File: config.mk
export PLATFORM = sky130hd
export DESIGN_NAME = fetch_decode
export DESIGN_NICKNAME = d
export VERILOG_FILES = /design/src/rtl/fetch_decode.sv
export SDC_FILE = /design/constraint.sdc
export NUM_CORES = 1
export LEC_CHECK = 0
export CORE_MARGIN = 2
export CORE_UTILIZATION = 48
export DETAILED_ROUTE_END_ITERATION = 7
export GPL_ROUTABILITY_DRIVEN = 0
export MAX_ROUTING_LAYER = met4
export PLACE_DENSITY_LB_ADDON = 0.1
export SKIP_CTS_REPAIR_TIMING = 1
export SLEW_MARGIN = 25
export SYNTH_ARGS = -nofsm -noshare
export SYNTH_HDL_FRONTEND = slang
export SYNTH_SLANG_ARGS = --single-unit
File: constraint.sdc
create_clock -name clock -period 4.1 [get_ports clock]
set_input_delay 0.82 -clock clock [delete_from_list [all_inputs] [get_ports clock]]
set_output_delay 0.82 -clock clock [all_outputs]
set_load 0.02 [all_outputs]
File: src/rtl/fetch_decode.sv
// fetch_decode: MIPS fetch/decode stage. It fetches over a request/valid
// handshake and presents decoded fields downstream with valid/ready.
// Ports: clock/reset; imem_addr/imem_read/imem_data/imem_valid (fetch);
// redirect/redirect_pc (branch resolution); dec_valid/dec_ready (issue);
// rs/rt/rd/immediate/alu_control plus the control flags; pc_out;
// err_illegal (one-cycle pulse); err_fetch_timeout (sticky).
module fetch_decode #(
  parameter logic [31:0] RESET_PC      = 32'h0000_0000,
  parameter int          FETCH_TIMEOUT = 16
) (
  input  logic        clock,
  input  logic        reset,
  output logic [31:0] imem_addr,
  output logic        imem_read,
  input  logic [31:0] imem_data,
  input  logic        imem_valid,
  input  logic        redirect,
  input  logic [31:0] redirect_pc,
  output logic        dec_valid,
  input  logic        dec_ready,
  output logic [4:0]  rs,
  output logic [4:0]  rt,
  output logic [4:0]  rd,
  output logic [15:0] immediate,
  output logic [1:0]  alu_control,
  output logic        use_imm,
  output logic        reg_write,
  output logic        is_load,
  output logic        is_store,
  output logic        is_branch,
  output logic [31:0] pc_out,
  output logic        err_illegal,
  output logic        err_fetch_timeout
);

  localparam logic [1:0] S_FETCH  = 2'd0;
  localparam logic [1:0] S_DECODE = 2'd1;
  localparam logic [1:0] S_ISSUE  = 2'd2;
  localparam logic [1:0] S_HALT   = 2'd3;

  localparam logic [5:0] OP_R    = 6'b000000;
  localparam logic [5:0] OP_ADDI = 6'b001000;
  localparam logic [5:0] OP_LW   = 6'b100011;
  localparam logic [5:0] OP_SW   = 6'b101011;
  localparam logic [5:0] OP_BEQ  = 6'b000100;

  // Count of the last allowed waiting cycle; a miss (or even a hit)
  // here is the timeout.
  localparam logic [7:0] WAIT_LAST = 8'(FETCH_TIMEOUT - 1);

  logic [1:0]  state;
  logic [31:0] pc;
  logic [31:0] instr;
  logic [7:0]  wait_cnt;

  logic [31:0] pc_inc;
  logic [31:0] pc_redir;

  logic        d_legal;
  logic [1:0]  d_alu;
  logic [4:0]  d_rd;
  logic        d_imm;
  logic        d_wr;
  logic        d_ld;
  logic        d_st;
  logic        d_br;
  logic [5:0]  op;
  logic [5:0]  funct;
  logic        unused_shamt;

  assign op           = instr[31:26];
  assign funct        = instr[5:0];
  assign unused_shamt = ^instr[10:6];

  assign pc_inc    = pc + 32'd4;
  assign pc_redir  = {redirect_pc[31:2], 2'b00};
  assign imem_addr = pc;
  assign imem_read = (state == S_FETCH);
  assign pc_out    = pc;

  always_comb begin
    d_legal = 1'b1;
    d_alu   = 2'b00;
    d_rd    = 5'd0;
    d_imm   = 1'b0;
    d_wr    = 1'b0;
    d_ld    = 1'b0;
    d_st    = 1'b0;
    d_br    = 1'b0;
    unique case (1'b1)
      (op == OP_R): begin
        d_rd = instr[15:11];
        d_wr = 1'b1;
        unique case (funct)
          6'b100000: d_alu = 2'b00;
          6'b100010: d_alu = 2'b01;
          6'b100100: d_alu = 2'b10;
          6'b100101: d_alu = 2'b11;
          default:   d_legal = 1'b0;
        endcase
      end
      (op == OP_ADDI): begin
        d_rd  = instr[20:16];
        d_imm = 1'b1;
        d_wr  = 1'b1;
      end
      (op == OP_LW): begin
        d_rd  = instr[20:16];
        d_imm = 1'b1;
        d_wr  = 1'b1;
        d_ld  = 1'b1;
      end
      (op == OP_SW): begin
        d_imm = 1'b1;
        d_st  = 1'b1;
      end
      (op == OP_BEQ): begin
        d_alu = 2'b01;
        d_br  = 1'b1;
      end
      default: d_legal = 1'b0;
    endcase
  end

  always_ff @(posedge clock or posedge reset) begin
    if (reset) begin
      state             <= S_FETCH;
      pc                <= RESET_PC;
      instr             <= 32'd0;
      wait_cnt          <= 8'd0;
      dec_valid         <= 1'b0;
      rs                <= 5'd0;
      rt                <= 5'd0;
      rd                <= 5'd0;
      immediate         <= 16'd0;
      alu_control       <= 2'b00;
      use_imm           <= 1'b0;
      reg_write         <= 1'b0;
      is_load           <= 1'b0;
      is_store          <= 1'b0;
      is_branch         <= 1'b0;
      err_illegal       <= 1'b0;
      err_fetch_timeout <= 1'b0;
    end else begin
      err_illegal <= 1'b0;
      // Redirect beats everything except HALT, including a
      // coincident dec_ready (handshake done, target wins).
      if (redirect && state != S_HALT) begin
        pc        <= pc_redir;
        dec_valid <= 1'b0;
        wait_cnt  <= 8'd0;
        state     <= S_FETCH;
      end else begin
        unique case (state)
          S_FETCH: begin
            if (wait_cnt == WAIT_LAST) begin
              err_fetch_timeout <= 1'b1;
              state             <= S_HALT;
            end else if (imem_valid) begin
              instr    <= imem_data;
              wait_cnt <= 8'd0;
              state    <= S_DECODE;
            end else begin
              wait_cnt <= wait_cnt + 8'd1;
            end
          end
          S_DECODE: begin
            if (d_legal) begin
              rs          <= instr[25:21];
              rt          <= instr[20:16];
              rd          <= d_rd;
              immediate   <= instr[15:0];
              alu_control <= d_alu;
              use_imm     <= d_imm;
              reg_write   <= d_wr;
              is_load     <= d_ld;
              is_store    <= d_st;
              is_branch   <= d_br;
              dec_valid   <= 1'b1;
              state       <= S_ISSUE;
            end else begin
              err_illegal <= 1'b1;
              pc          <= pc_inc;
              state       <= S_FETCH;
            end
          end
          S_ISSUE: begin
            if (dec_ready) begin
              dec_valid <= 1'b0;
              pc        <= pc_inc;
              state     <= S_FETCH;
            end
          end
          default: begin
          end
        endcase
      end
    end
  end

endmodule

==> summary.md <==
| Metric | Value |
|---|---|
| CTS tree | `yes` |
| Lkg Pwr | `approximately 0.0034 µW` |
| CTS Root Cell | `clkbuf_16` |
| Slowest Stage Delay on Critical Path | `~0.65 ns` |
| Final setup margin | `about 1.4 ns` |
| Compound-Gate Fraction of Synth Area | `0.148` |
| Synthesized area | `between 0.005 and 0.006 mm²` |
| Register bit count reported by yosys | `113` |
| Crit path kind | `reg -> out` |
| Initial Util | `0.488` |
| Worst slack, placed | `1.03 ns` |
| Port Buf Inserts | `~170` |
| Routed Wire Length | `about 15000 µm` |
| Status | `finished clean` |
| Crit path launch type | `flop` |
| Clock buffer depth | `2` |
| GRT Residual Overflow | `0` |
| Max-cap viol count | `0` |
| Pin count of the biggest net entering global routing | `60` |
| Final number of max-transition violations | `0` |
| Via count | `about 5000` |
| Cells along the critical path | `inv_1 > ha_1 > clkdlybuf4s50_1` |
| DRT iter0 DRCs | `330` |
| FMAX | `roughly 370 MHz` |
| Vert. Die Dim | `between 100 and 150 µm` |
| Die area | `about 0.013 mm²` |
| Min Clock Period, post-route | `2.69 ns` |
| Required time worst endpoint | `approximately 3.3 ns` |
| CTS Buf Count | `17` |
| Core footprint | `about 0.012 mm²` |
| Synth async-reset ratio | `1.00` |
| Area grow syn2layout | `36.6%` |
| Initial antenna violation count | `0` |
| Final nets | `between 800 and 900` |
| Post-synthesis mux area share | `0.0816` |
| Vias per inst | `roughly 5.6` |
| Distinct cell type count after synthesis | `about 60` |
| Clk_lat worst skew | `0.41 ns` |
| Int Pwr | `roughly 3600 µW` |
| FP Rows | `40` |
| Synth Area in XOR/XNOR | `0.00150` |
| Primary FF master, synth | `dfrtp_1` |
| Placed insts | `just under 900` |
| Final setup fails | `0` |
| Adder-cell share of the synthesized area | `0.0129` |
| Final worst path period share | `0.656` |
| Hold Violations, Final | `0` |
| DR WL/cell | `16.7 µm` |
| Reg power frac | `0.339` |
| Pwr dens | `736 mW/mm²` |
| Worst-margin pin slew | `roughly 0.94 ns` |
| Share of cells above drive strength 1 | `0.123` |
| Worst min-delay path class | `reg -> reg` |
| VDD IR max | `~0.38 mV` |
| Clk slew on worst S/H paths | `roughly 0.06 ns` |
| Ant. Diodes | `0` |
| CP Max Fanout | `6` |
| Clk network pwr share | `0.247` |
| Setup TNS | `0 ns` |
| FILL cells | `approximately 970` |
| # clock sinks | `approximately 110` |
| Non-filler cells, final | `898` |
| Largest family of logic cells by synthesized area | `simple AND/OR/NAND/NOR gates` |
| IO Pins | `roughly 180` |
| Layout Skew | `between 0.009 and 0.01 ns` |
| WP data arrival | `approximately 1.9 ns` |
| CTS HTree Levels | `4` |
| First-pass GRT wire length | `24500 µm` |
| Final core occ | `0.667` |
| Net switching power | `around 2300 µW` |
| Register area share after synthesis | `0.484` |
| Detailed placement HPWL | `roughly 10000 µm` |
| Via count of the first global-routing pass | `4900` |
| Synth warn | `0` |
| EDFF count, synth | `0` |
| RSZ-0062 raised after global routing | `no` |
| Crit end category | `primary output` |
| Slowest CP cell | `clkdlybuf4s50_1` |
| GRT Total Usage | `0.247` |
| Slew HR | `0.367` |
| Most common cell after layout, fill and taps aside | `clkdlybuf4s50_1` |
| # DRC | `0` |
| Router iterations before antenna repair | `5` |
| Comb pwr share | `0.415` |
| Syn avg cell area | `about 9.6 µm²` |
| Syn Inst Count | `between 600 and 700` |
| Simple-Gate Fraction of Synth Area | `0.194` |
| DIE WIDTH | `114 µm` |
| Most frequent cells in the layout | `168 x clkdlybuf4s50_1, 113 x dfrtp_1, 109 x nand2_1` |
| Switch share | `0.386` |
| Post-route ant nets | `0` |
state kept, by name, indices dropped and copies added, names as in the netlist, 2 cells and up:
signal	count
alu_control	2
imem_addr	30
immediate	16
instr	32
rd	5
rs	5
rt	5
state	2
wait_cnt	8
worst max-delay path: cells and delay by family, from the launching register on:
family | cells | cell delay [ns]
flops | 1 | 0.41
fa+ha+maj | 1 | 0.29
buf+inv | 2 | 0.77
area by class of cell:
class,count,area [µm²],area share
flip-flops and latches,113,2830,0.355
multi-input cells,424,2590,0.325
repair buffers,175,1760,0.221
clock buffers,18,439,0.0551
well taps,147,184,0.0231
clock inverters,14,146,0.0184
inverters,7,28.8,0.00361
power groups by stage:
stage	combinational (µW)	clock, µW	sequential (µW)
6_report	2440	1450	1990
4_1_cts	2450	1470	1990
3_3_place_gp	2400	0	1970
5_1_grt	2630	1530	2060
2_1_floorplan	1220	0	2230
3_5_place_dp	2440	0	2000
Yosys cell counts (3+ instances only):
cell	n	area, µm²
a21oi_1	39	195
o21a_1	4	30.0
nor4_1	3	18.8
a41oi_1	3	26.3
dfrtp_1	113	2830
o31ai_1	4	30.0
nor2_1	44	165
nor3_1	8	40.0
and2_1	7	43.8
a221oi_1	5	43.8
o22a_1	5	43.8
and3_1	9	56.3
nand3_1	17	85.1
o22ai_1	9	56.3
nor3b_1	3	22.5
nand4_1	16	100
mux2i_1	6	60.1
inv_1	7	26.3
clkbuf_1	14	52.6
mux2_1	4	45.0
a31oi_1	7	43.8
buf_2	12	60.1
o21ai_0	31	155
ha_1	6	75.1
mux2_2	31	349
a2bb2oi_1	11	96.3
buf_4	39	293
nand2_1	109	409
metal layers:
metal	part of all wire	GRT usage
met1	0.43	0.307
met2	0.49	0.398
met3	0.075	0.0635
met4	0.013	0.0780
met5	0	-
metrics by stage:
stage                     total power (µW)  hold WS [ns]  instance area, µm²
after floorplan                       3450         0.433                5850
after global placement                4360         0.440                7390
after detailed placement              4440         0.451                7390
after CTS                             5910         0.466                7980
after global routing                  6220         0.489                7980
final                                 5870         0.464                7980
final timing paths:
| check | from | endpoint | slack (ns) | cells after the start |
|---|---|---|---|---|
| min in group asynchronous | reset | immediate[5]$_DFFE_PP0P_ | 0.87 | 2 |
| max in group asynchronous | reset | instr[26]$_DFFE_PP0P_ | 2.49 | 3 |
| worst min register to register | instr[6]$_DFFE_PP0P_ | immediate[6]$_DFFE_PP0P_ | 0.46 | 2 |
| worst min-delay path | instr[6]$_DFFE_PP0P_ | immediate[6]$_DFFE_PP0P_ | 0.46 | 2 |
| worst max-delay path | state[1]$_DFFE_PP0P_ | imem_read | 1.41 | 3 |
| worst max register to register | state[0]$_DFFE_PP0P_ | imem_addr[3]$_DFFE_PP0P_ | 1.58 | 6 |
kinds of logic after synthesis:
| kind of cell | after synthesis |
|---|---|
| xor+xnor | 1 |
| fa+ha+maj | 6 |
| other cells | 1 |
| compound gates | 134 |
| buf+inv | 75 |
| flops | 113 |
| simple gates | 237 |
| mux | 42 |
Note: power is estimated with default switching activity, not from simulation.
